<file path="config.mk">
export PLATFORM = sky130hd
export DESIGN_NAME = fetch_sequencer_flat
export DESIGN_NICKNAME = d
export VERILOG_FILES = /design/src/rtl/fetch_sequencer_pkg.sv /design/src/rtl/fetch_sequencer_if.sv /design/src/rtl/fetch_sequencer_next_pc_calc.sv /design/src/rtl/fetch_sequencer.sv /design/src/flat_wrapper.sv
export SDC_FILE = /design/constraint.sdc
export NUM_CORES = 1
export LEC_CHECK = 0
export CAP_MARGIN = 20
export CORE_ASPECT_RATIO = 0.8
export CORE_MARGIN = 4
export CORE_UTILIZATION = 45
export CTS_CLUSTER_SIZE = 30
export DETAILED_ROUTE_END_ITERATION = 8
export PLACE_DENSITY = 0.7
export SLEW_MARGIN = 20
export SYNTH_ARGS = -nofsm -noshare
export SYNTH_HDL_FRONTEND = slang
export SYNTH_HIERARCHICAL = 1
export SYNTH_SLANG_ARGS = --single-unit
export TNS_END_PERCENT = 100
</file>
<file path="constraint.sdc">
create_clock -name clk -period 4.49 [get_ports clk]
set_input_delay 0.898 -clock clk [delete_from_list [all_inputs] [get_ports clk]]
set_output_delay 0.898 -clock clk [all_outputs]
set_load 0.005 [all_outputs]
</file>
<file path="src/rtl/fetch_sequencer_pkg.sv">
// fetch_pkg: state encoding and constants shared by the fetch path.
package fetch_pkg;
  typedef enum logic [2:0] {F0, F1, F2, F3, HOLD, ERR} state_t;
  localparam int BYTES_PER_INSTR = 4;
  localparam int JUMP_IDX_W = 26;
endpackage

</file>
<file path="src/rtl/fetch_sequencer_if.sv">
// fetch_sequencer_if: instruction-memory byte port plus decode handshake and redirect inputs.
interface fetch_sequencer_if;
  import fetch_pkg::*;
  logic [31:0] mem_addr;
  logic mem_rd;
  logic [7:0] mem_rdata;
  logic [31:0] instr;
  logic [31:0] instr_pc;
  logic instr_valid;
  logic instr_ready;
  logic branch_en;
  logic [31:0] branch_off;
  logic jump_en;
  logic [JUMP_IDX_W-1:0] jump_target;
  logic fetch_err;
  modport master (
    output mem_addr, mem_rd, instr, instr_pc, instr_valid, fetch_err,
    input mem_rdata, instr_ready, branch_en, branch_off, jump_en, jump_target
  );
  modport slave (
    input mem_addr, mem_rd, instr, instr_pc, instr_valid, fetch_err,
    output mem_rdata, instr_ready, branch_en, branch_off, jump_en, jump_target
  );
endinterface

</file>
<file path="src/rtl/fetch_sequencer_next_pc_calc.sv">
// next_pc_calc: combinational next PC; jump beats branch beats sequential.
module next_pc_calc
  import fetch_pkg::*;
(
  input  logic [31:0] pc,
  input  logic branch_en,
  input  logic [31:0] branch_off,
  input  logic jump_en,
  input  logic [JUMP_IDX_W-1:0] jump_target,
  output logic [31:0] next_pc
);
  logic [31:0] pc4;
  assign pc4 = pc + 32'(BYTES_PER_INSTR);
  assign next_pc = jump_en ? {pc4[31:28], jump_target, 2'b00} :
                   branch_en ? pc4 + (branch_off << 2) : pc4;
endmodule

</file>
<file path="src/rtl/fetch_sequencer.sv">
// fetch_sequencer: four-cycle byte-wise instruction fetch with decode handshake.
// Optional out-of-range fetch trap enabled by defining FETCH_BOUND_CHK_EN.
module fetch_sequencer
  import fetch_pkg::*;
#(
  parameter logic [31:0] RESET_PC = 32'd0,
  parameter int MEM_BYTES = 1000
) (
  input logic clk,
  input logic rst,
  fetch_sequencer_if.master bus
);
`ifdef FETCH_BOUND_CHK_EN
  localparam bit BOUND_CHK = 1'b1;
`else
  localparam bit BOUND_CHK = 1'b0;
`endif
  state_t state, state_n;
  logic [31:0] pc, next_pc, addr, instr;
  logic [1:0] k;
  logic fetching, hs, oob;
  assign k = 2'(state);
  assign fetching = state inside {F0, F1, F2, F3};
  assign hs = state == HOLD && bus.instr_ready;
  assign oob = BOUND_CHK && ({1'b0, next_pc} + 33'd3 >= 33'(MEM_BYTES));
  next_pc_calc u_npc (
    .pc(pc),
    .branch_en(bus.branch_en),
    .branch_off(bus.branch_off),
    .jump_en(bus.jump_en),
    .jump_target(bus.jump_target),
    .next_pc(next_pc)
  );
  always_ff @(posedge clk) state <= rst ? F0 : state_n;
  always_comb begin
    state_n = state;
    case (state)
      F0: state_n = F1;
      F1: state_n = F2;
      F2: state_n = F3;
      F3: state_n = HOLD;
      HOLD: state_n = hs ? (oob ? ERR : F0) : HOLD;
`ifdef FETCH_BOUND_CHK_EN
      ERR: state_n = ERR;
`endif
      default: state_n = F0;
    endcase
  end
  // addr walks pc..pc+3 during the fetch and then holds pc+3 while mem_rd is low
  always_ff @(posedge clk) begin
    if (rst) begin
      pc <= RESET_PC;
      addr <= RESET_PC;
      instr <= '0;
    end else begin
      if (fetching) begin
        instr[{~k, 3'b000} +: 8] <= bus.mem_rdata;
        if (state != F3) addr <= addr + 32'd1;
      end
      if (hs) begin
        pc <= next_pc;
        if (!oob) addr <= next_pc;
      end
    end
  end
  assign bus.mem_addr = addr;
  assign bus.mem_rd = fetching && !rst;
  assign bus.instr = instr;
  assign bus.instr_pc = pc;
  assign bus.instr_valid = state == HOLD;
`ifdef FETCH_BOUND_CHK_EN
  assign bus.fetch_err = state == ERR;
`else
  assign bus.fetch_err = 1'b0;
`endif
endmodule
</file>
<file path="src/flat_wrapper.sv">
// flat-port wrapper written by rule: the top's interface ports become plain ports
module fetch_sequencer_flat import fetch_pkg::*;
#(
  parameter logic [31:0] RESET_PC = 32'd0,
  parameter int MEM_BYTES = 1000
)
  (clk, rst, bus_mem_addr, bus_mem_rd, bus_instr, bus_instr_pc, bus_instr_valid, bus_fetch_err, bus_mem_rdata, bus_instr_ready, bus_branch_en, bus_branch_off, bus_jump_en, bus_jump_target);
  fetch_sequencer_if bus_i ();
  input logic clk;
  input logic rst;
  output wire logic [$bits(bus_i.mem_addr)-1:0] bus_mem_addr;
  output wire logic [$bits(bus_i.mem_rd)-1:0] bus_mem_rd;
  output wire logic [$bits(bus_i.instr)-1:0] bus_instr;
  output wire logic [$bits(bus_i.instr_pc)-1:0] bus_instr_pc;
  output wire logic [$bits(bus_i.instr_valid)-1:0] bus_instr_valid;
  output wire logic [$bits(bus_i.fetch_err)-1:0] bus_fetch_err;
  input wire logic [$bits(bus_i.mem_rdata)-1:0] bus_mem_rdata;
  input wire logic [$bits(bus_i.instr_ready)-1:0] bus_instr_ready;
  input wire logic [$bits(bus_i.branch_en)-1:0] bus_branch_en;
  input wire logic [$bits(bus_i.branch_off)-1:0] bus_branch_off;
  input wire logic [$bits(bus_i.jump_en)-1:0] bus_jump_en;
  input wire logic [$bits(bus_i.jump_target)-1:0] bus_jump_target;
  assign bus_mem_addr = bus_i.mem_addr;
  assign bus_mem_rd = bus_i.mem_rd;
  assign bus_instr = bus_i.instr;
  assign bus_instr_pc = bus_i.instr_pc;
  assign bus_instr_valid = bus_i.instr_valid;
  assign bus_fetch_err = bus_i.fetch_err;
  assign bus_i.mem_rdata = bus_mem_rdata;
  assign bus_i.instr_ready = bus_instr_ready;
  assign bus_i.branch_en = bus_branch_en;
  assign bus_i.branch_off = bus_branch_off;
  assign bus_i.jump_en = bus_jump_en;
  assign bus_i.jump_target = bus_jump_target;
  fetch_sequencer #(.RESET_PC(RESET_PC), .MEM_BYTES(MEM_BYTES)) u_core (.clk(clk), .rst(rst), .bus(bus_i));
endmodule
</file>
Word-level counts from Yosys, hierarchy flattened --
Cells that the tools add are included.
Storage, ports and cells: word-level logic and storage cells 32, flip-flop bits (word level) 99, output and inout bits 99
Cells by class: equal/unequal tests 5, bitwise logic cells 1, shift-type cells 2, reductions and logical operators 8, mux-type cells 8, add/sub/neg operators 4
Operators with widths (number):
- 32-bit two-way mux | 5
- 32-bit by 1-bit adder with 32-bit output (second input constant) | 1
- 32-bit by 3-bit adder with 32-bit output (second input constant) | 1
- 32-bit adder | 1
- 32-bit bitwise mux | 1
- 8-bit by 7-bit variable shift with 32-bit output (first input constant) | 1
- 8-bit by 7-bit indexed part select with 32-bit output | 1
- 3-bit case mux with 5 select lines | 1
- 5-bit negation with 7-bit output | 1
- 3-bit by 2-bit equality test with 1-bit output (second input constant) | 2
- 2-bit nonzero test | 2
- 4-bit nonzero test | 1
- 3-bit by 1-bit equality test with 1-bit output (second input constant) | 1
- 3-bit equality test (second input constant) | 1
- 3-bit logical NOT | 1
- 3-bit two-way mux | 1
- 3-bit by 2-bit != test with 1-bit output (second input constant) | 1
- 1-bit logical AND | 2
- 2-bit inverter | 1
- 2-bit AND reduction | 1
- 1-bit logical NOT | 1

Longest topological paths before layout --
depth after elaboration 5, depth in mapped cells 17, depth with buffers taken out 16

By module --
Netlist, hierarchy kept.
By module, submodules not included:
- fetch_sequencer | seq. area each 1981.9 sq um, times used 1, cells an instance 523, area an instance 4388.0 sq um
- next_pc_calc | seq. area each 0.0 sq um, times used 1, cells an instance 441, area an instance 2907.8 sq um

Least setup slack after synthesis --
No wires, ideal clock.
path type register to register, start point register u_core.pc[10] (netlist: u_core/bus.instr_pc[10]), end point register u_core.addr[31] (netlist: u_core/bus.mem_addr[31]), arrival 3577 ps, library setup time 78 ps, stages on the path, launching flop included 18, slack 835 ps, clock period less this slack 3655 ps, cells stage by stage dfxtp_1 -> and4_1 -> nand3_4 -> nor3_2 -> nand4_1 -> xnor2_1 -> ha_1 -> buf_6 -> a211oi_2 -> o211ai_1 -> a221oi_2 -> nand3_1 -> or3_1 -> and3_1 -> xnor2_1 -> nor2_1 -> a211o_1 -> nor3_1
On the way: cells in the longest elaborated chain, start to end 5
Ends and longest elaborated chain:
- from (decl) | line fetch_sequencer.sv:19 | logic [31:0] pc, next_pc, addr, instr;
- from (signal assigned) | line fetch_sequencer.sv:61 | pc <= next_pc;
- 32-bit by 3-bit adder with 32-bit output * | line fetch_sequencer_next_pc_calc.sv:13 | assign pc4 = pc + 32'(BYTES_PER_INSTR);
- 32-bit adder | line fetch_sequencer_next_pc_calc.sv:15 | branch_en ? pc4 + (branch_off << 2) : pc4;
- 32-bit two-way mux | line fetch_sequencer_next_pc_calc.sv:15
- 32-bit two-way mux * | line fetch_sequencer_next_pc_calc.sv:14 | assign next_pc = jump_en ? {pc4[31:28], jump_target, 2'b00} :
- net u_core.next_pc[31] | line fetch_sequencer.sv:19
- 32-bit two-way mux * | line fetch_sequencer.sv:60 | if (hs) begin
- to (signal assigned) | line fetch_sequencer.sv:58 | if (state != F3) addr <= addr + 32'd1;
- to (signal assigned) | line fetch_sequencer.sv:62 | if (!oob) addr <= next_pc;
- to (decl) | line fetch_sequencer.sv:19
Mark *: on every way through the listed nets, which the timed path passes. The rest lies on a longest branch. A chain may end at the register's enable or synchronous reset.

Worst setup path in the final report --
start point register u_core.pc[4] (netlist: u_core/bus.instr_pc[4]), end point register u_core.addr[31] (netlist: u_core/bus.mem_addr[31])
The elaborated chain is that of the path after synthesis.

==> reports/qor.txt <==
Seq/Total Area, Yosys: 27.2%
Hold Path Origin: u_core/bus.instr_pc[0]
Die Area: 0.0183 mm2
Final Skew: 0.0111 ns
top_reg_cell synth: dfxtp_1
Max clock buf depth: 2
Pwr Density: 261 mW/mm2
top cells by area, synth: dfxtp_1 (27%), ha_1 (7.2%), nand2_1 (7.0%), a21oi_1 (5.6%), nor2_1 (5.4%)
Startpoint Class: flip-flop
clock sink total: 99
first-pass GRT wire length: 35700 um
R2R Path End: u_core/bus.mem_addr[31]
postcts setup bufs: 0
CTS tree: built
RSZ-0062 raised after global routing: false
die height: 122 um
CTS hold repair buffers: 0
layout cells sized above 1: 5.78%
Post-DP HPWL: 17600 um
post-synth top area share: 27.2%
CTS clk-pin slew, worst paths: 0.07 ns
initial core utilization: 46.0%
Layout area overhead: 29.6%
First-pass DRT Iterations: 5
largest net degree at the start of global routing: 98
Setup CP Type: flip-flop to flip-flop
Die X: 150 um
Synth cell types: 77
Antenna Cells: 0
gr busiest metal: met1
Post-route DRC: 0
Final ANT Viol Nets: 0
Yosys reg bits: 99
P_leak: 3.49 nW
DR vias/cell: 5.80
Cell Area, Placed: 0.00907 mm2
Async SR Flop Fraction: 0%
Mapped Area: 0.00730 mm2
# port buffers: 166
final wirelength: 23200 um
gate count of the mapped netlist: 964
Nets: 1217
Syn Nets: 1078
via count: 7678
FF-to-FF Start: u_core/bus.instr_pc[4]
final hold slack: 0.480 ns
Slew headroom: 28.4%
Hold Crit Depth: 2
I/O pin count: 170
Worst-Skew Late Latency: 0.35 ns
post-layout min period: 4.22 ns
Mean Syn Cell Area: 7.57 um2
met1 usage: 36.4%
initial antenna violation count: 0
core box area: 0.0159 mm2
GRT overflow: 0
FF-to-FF setup slack: 0.27 ns
fin area: 0.00945 mm2
Final Hold Fails: 0
Peak VDD IR: 0.196 mV
WHS Endpoint: u_core/bus.instr_pc[0]
Worst-Margin Slew: 1.07 ns
GP Congestion: 0.889
final setup TNS: 0 ns
Routed WL per cell: 17.5 um
grt met2 use: 36.3%
TritonCTS Buffers: 9
fin. max-slew vios: 0
CTS H-tree lvls: 3
GR Layer Usage met3: 5.17%
Final period util: 94.1%
Post-synth EDFFs: 0
Setup Viol. Count Final: 0
GR Util All Layers: 24.3%
WP data required: 4.76 ns
Synth top cells by count: nand2_1 (136), nor2_1 (104), dfxtp_1 (99)
area leader, netlist: dfxtp_1
# Max-Cap Violations: 0
vias in the first global route: 6783
largest fanout on the critical path: 7
Critical Path End Type: flip-flop
worst-case reg-to-reg path depth: 16
fmax: 237 MHz
count leader, synth: nand2_1
CP arrival: 4.49 ns
total power: 2.46 mW
# rows: 41
outcome: finished clean
DRT iter0 DRCs: 566
synth warn: 6
Hold Crit Class: flip-flop to flip-flop
CTS root buffer: clkbuf_16
-- through the flow --
stage	std cells	util, %	setup WS, ns
floorplan	964	-	0.835
global placement	1306	57.3	0.342
detailed placement	1306	57.3	0.341
CTS	1322	59.6	0.317
global route	1323	59.6	0.0141
finish	1323	59.6	0.266
-- critical path, cell delays in order (launching register included) --
cell and delay [ns]:
dfxtp_1 0.45, and4_4 0.30, nand3_1 0.25, nor2_1 0.37, nand3_1 0.14, xnor2_1 0.26
ha_1 0.30, o21ai_1 0.25, a21oi_1 0.13, a221oi_2 0.36, nand3_1 0.12, or3_1 0.31
and3_1 0.22, xnor2_1 0.26, nor2_1 0.08, a211o_1 0.23, nor3_1 0.11
-- worst max-delay path by stage --
stage | endpoint | slack (ns) | start
CTS | u_core/bus.mem_addr[31] | 0.32 | u_core/bus.instr_pc[11]
floorplan | u_core/bus.mem_addr[31] | 0.83 | u_core/bus.instr_pc[10]
global placement | u_core/bus.mem_addr[31] | 0.34 | u_core/bus.instr_pc[11]
detailed placement | u_core/bus.mem_addr[31] | 0.34 | u_core/bus.instr_pc[11]
global route | u_core/bus.mem_addr[31] | 0.01 | u_core/bus.instr_pc[4]
finish | u_core/bus.mem_addr[31] | 0.27 | u_core/bus.instr_pc[4]
-- timing repair --
| item | in CTS | in global routing |
|---|---|---|
| setup endpoints to repair | 0 | 1 |
| gates resized for setup | 0 | 1 |
| endpoints found under the hold margin | 0 | 0 |
-- flip-flops by register name, summed over array words and instances, names as in the netlist --
register	cells
u_core/bus.instr	32
u_core/bus.instr_pc	32
u_core/bus.mem_addr	32
u_core/state	3
-- final cells by class --
cell class | instances | area, um2
fillers | 1489 | 6400
multi-input cells | 787 | 4960
flip-flops and latches | 99 | 1980
repair buffers | 186 | 1800
well taps | 215 | 269
clock buffers | 9 | 225
clock inverters | 7 | 140
inverters | 20 | 75.1
-- cells in the final DEF (no fill, tap or decap), types with 19 or more instances in the layout --
cell and n:
clkdlybuf4s50_1 165, nand2_1 136, nor2_1 104, dfxtp_1 99, a21oi_1 82, ha_1 42, a22oi_1 34, o21ai_0 32
nand3_1 31, nand4_1 26, xnor2_1 26, xor2_1 25, nor3_1 22, inv_1 20, buf_4 19, nor4_1 19
-- routing by layer --
metal / vias up / part of all wire, %
met5: - / 0
met4: 0 / 1.0
met3: 18 / 7.7
met2: 274 / 44
met1: 3556 / 47
li1: 3830 / -
-- report_power, final --
| group | internal (mW) | switching (mW) |
|---|---|---|
| Clock | 0.600 | 0.341 |
| Combinational | 0.253 | 0.286 |
| Sequential | 0.926 | 0.0594 |
| Total | 1.78 | 0.687 |
-- kinds of logic after synthesis --
| logic type | synth area share (%) |
|---|---|
| XOR/XNOR | 6.24 |
| AO/OA/AOI/OAI | 23.0 |
| adder cells (fa/ha/maj) | 7.48 |
| AND/OR/NAND/NOR | 29.8 |
| other | 0.0514 |
| multiplexers | 1.11 |
| buffers and inverters | 5.16 |
| flip-flops | 27.2 |
No activity file was read; power rests on OpenSTA's default activity.
==> RTL change: new RTL, same flow settings <==
The option `FETCH_BOUND_CHK_EN` is turned on by a define.
--- a/src/rtl/fetch_sequencer.sv
+++ b/src/rtl/fetch_sequencer.sv
@@ -1,5 +1,7 @@
 // fetch_sequencer: four-cycle byte-wise instruction fetch with decode handshake.
 // Optional out-of-range fetch trap enabled by defining FETCH_BOUND_CHK_EN.
+`define FETCH_BOUND_CHK_EN
+
 module fetch_sequencer
   import fetch_pkg::*;
 #(
Check against the original RTL: not equivalent (a bounded check fails within 10 cycles, from zero or initial values and one cycle with rst high).
==> RTL change against the original RTL <==
  * The flow now finishes with violations (negative setup slack)
  * Sequential cell count unchanged
  * Cell count up 22%
  * Global-route usage up 2.4 points
  * Via count up 17%
  * Clock skew down 0.0023 ns
  * Cell area up 29%
  * Routed wire length up 17%
  * Area after synthesis up 3.8%
  * Critical path depth up 4
  * Setup slack worse by 1.0 ns
  * Largest cell class unchanged
Power is not compared: it rests on default switching activity, and its combinational part moved more than twofold at a synthesized area within 25%.
==> RTL change: results <==
{
  "cts_resized": 34,
  "total_power_mw": 2.88,
  "min_from": "u_core/bus.instr[25]",
  "fin_tns_setup_ns": -24.53,
  "outcome": "finished, violations left",
  "design.seq.count": 99,
  "portBuffers": 167,
  "arrival_ns": 5.44,
  "routed-wl-met2_um": 12200,
  "crit_slowest_cell": "or4_4",
  "hpwl_um": 20300,
  "critPathTopFamily": "compound AO/OA/AOI/OAI gates",
  "hold-worst-slack_ns": 0.449,
  "grt_pass1_vias": 8423,
  "placed_cells": 1570,
  "wl_per_cell_um": 16.8,
  "area_growth_syn_to_layout_pct": 61.4,
  "syn_nets": 1128,
  "grtUsageMet1": 0.380,
  "synth-adder-area-share": 0.0770,
  "setup_viol": 34,
  "post-cts-setup-buffer-count": 14,
  "synth_top_cells_by_count": "142 x nand2_1, 118 x a21oi_1, 99 x dfxtp_1",
  "violations": "negative setup slack",
  "final.setup_skew_ns": 0.00877,
  "synth.avg_cell_area_um2": 7.49,
  "cp_max_fo": 22,
  "ff2ff_path_depth": 26,
  "synthMuxAreaShare": 0.0203,
  "post-place-ws_ns": -0.991,
  "setup_slack_ns": -0.751,
  "buf_share": 0.297,
  "worstMarginPinSlew_ns": 0.975,
  "dpl_cell_area_um2": 11300,
  "grt_pass1_wl_um": 42000
}
## RTL change: changes by cell type in the layout (fill, tap and decap cells not counted), moves of 16 or more
cell      unedited run  this run
buf_4               19       232
nor3_2               2        22
nor2_1             104        62
nand3_1             31        55
a22oi_1             34         8
a311oi_1            16         0
a21oi_1             82       110
## RTL change: worst max-delay path by stage
| stage | start | end | slack [ns] | cells past startpoint |
|---|---|---|---|---|
| finish | bus_branch_off[0] | u_core/bus.mem_addr[10] | -0.75 | 20 |
| global route | bus_branch_off[0] | u_core/bus.mem_addr[31] | -0.93 | 20 |
| CTS | u_core/bus.instr_pc[5] | u_core/bus.mem_addr[6] | -0.69 | 24 |
| detailed placement | bus_branch_off[1] | u_core/bus.mem_addr[7] | -0.99 | 19 |
| global placement | bus_branch_off[1] | u_core/bus.mem_addr[7] | -0.82 | 19 |
| floorplan | u_core/bus.instr_pc[5] | u_core/bus.mem_addr[4] | -0.61 | 24 |
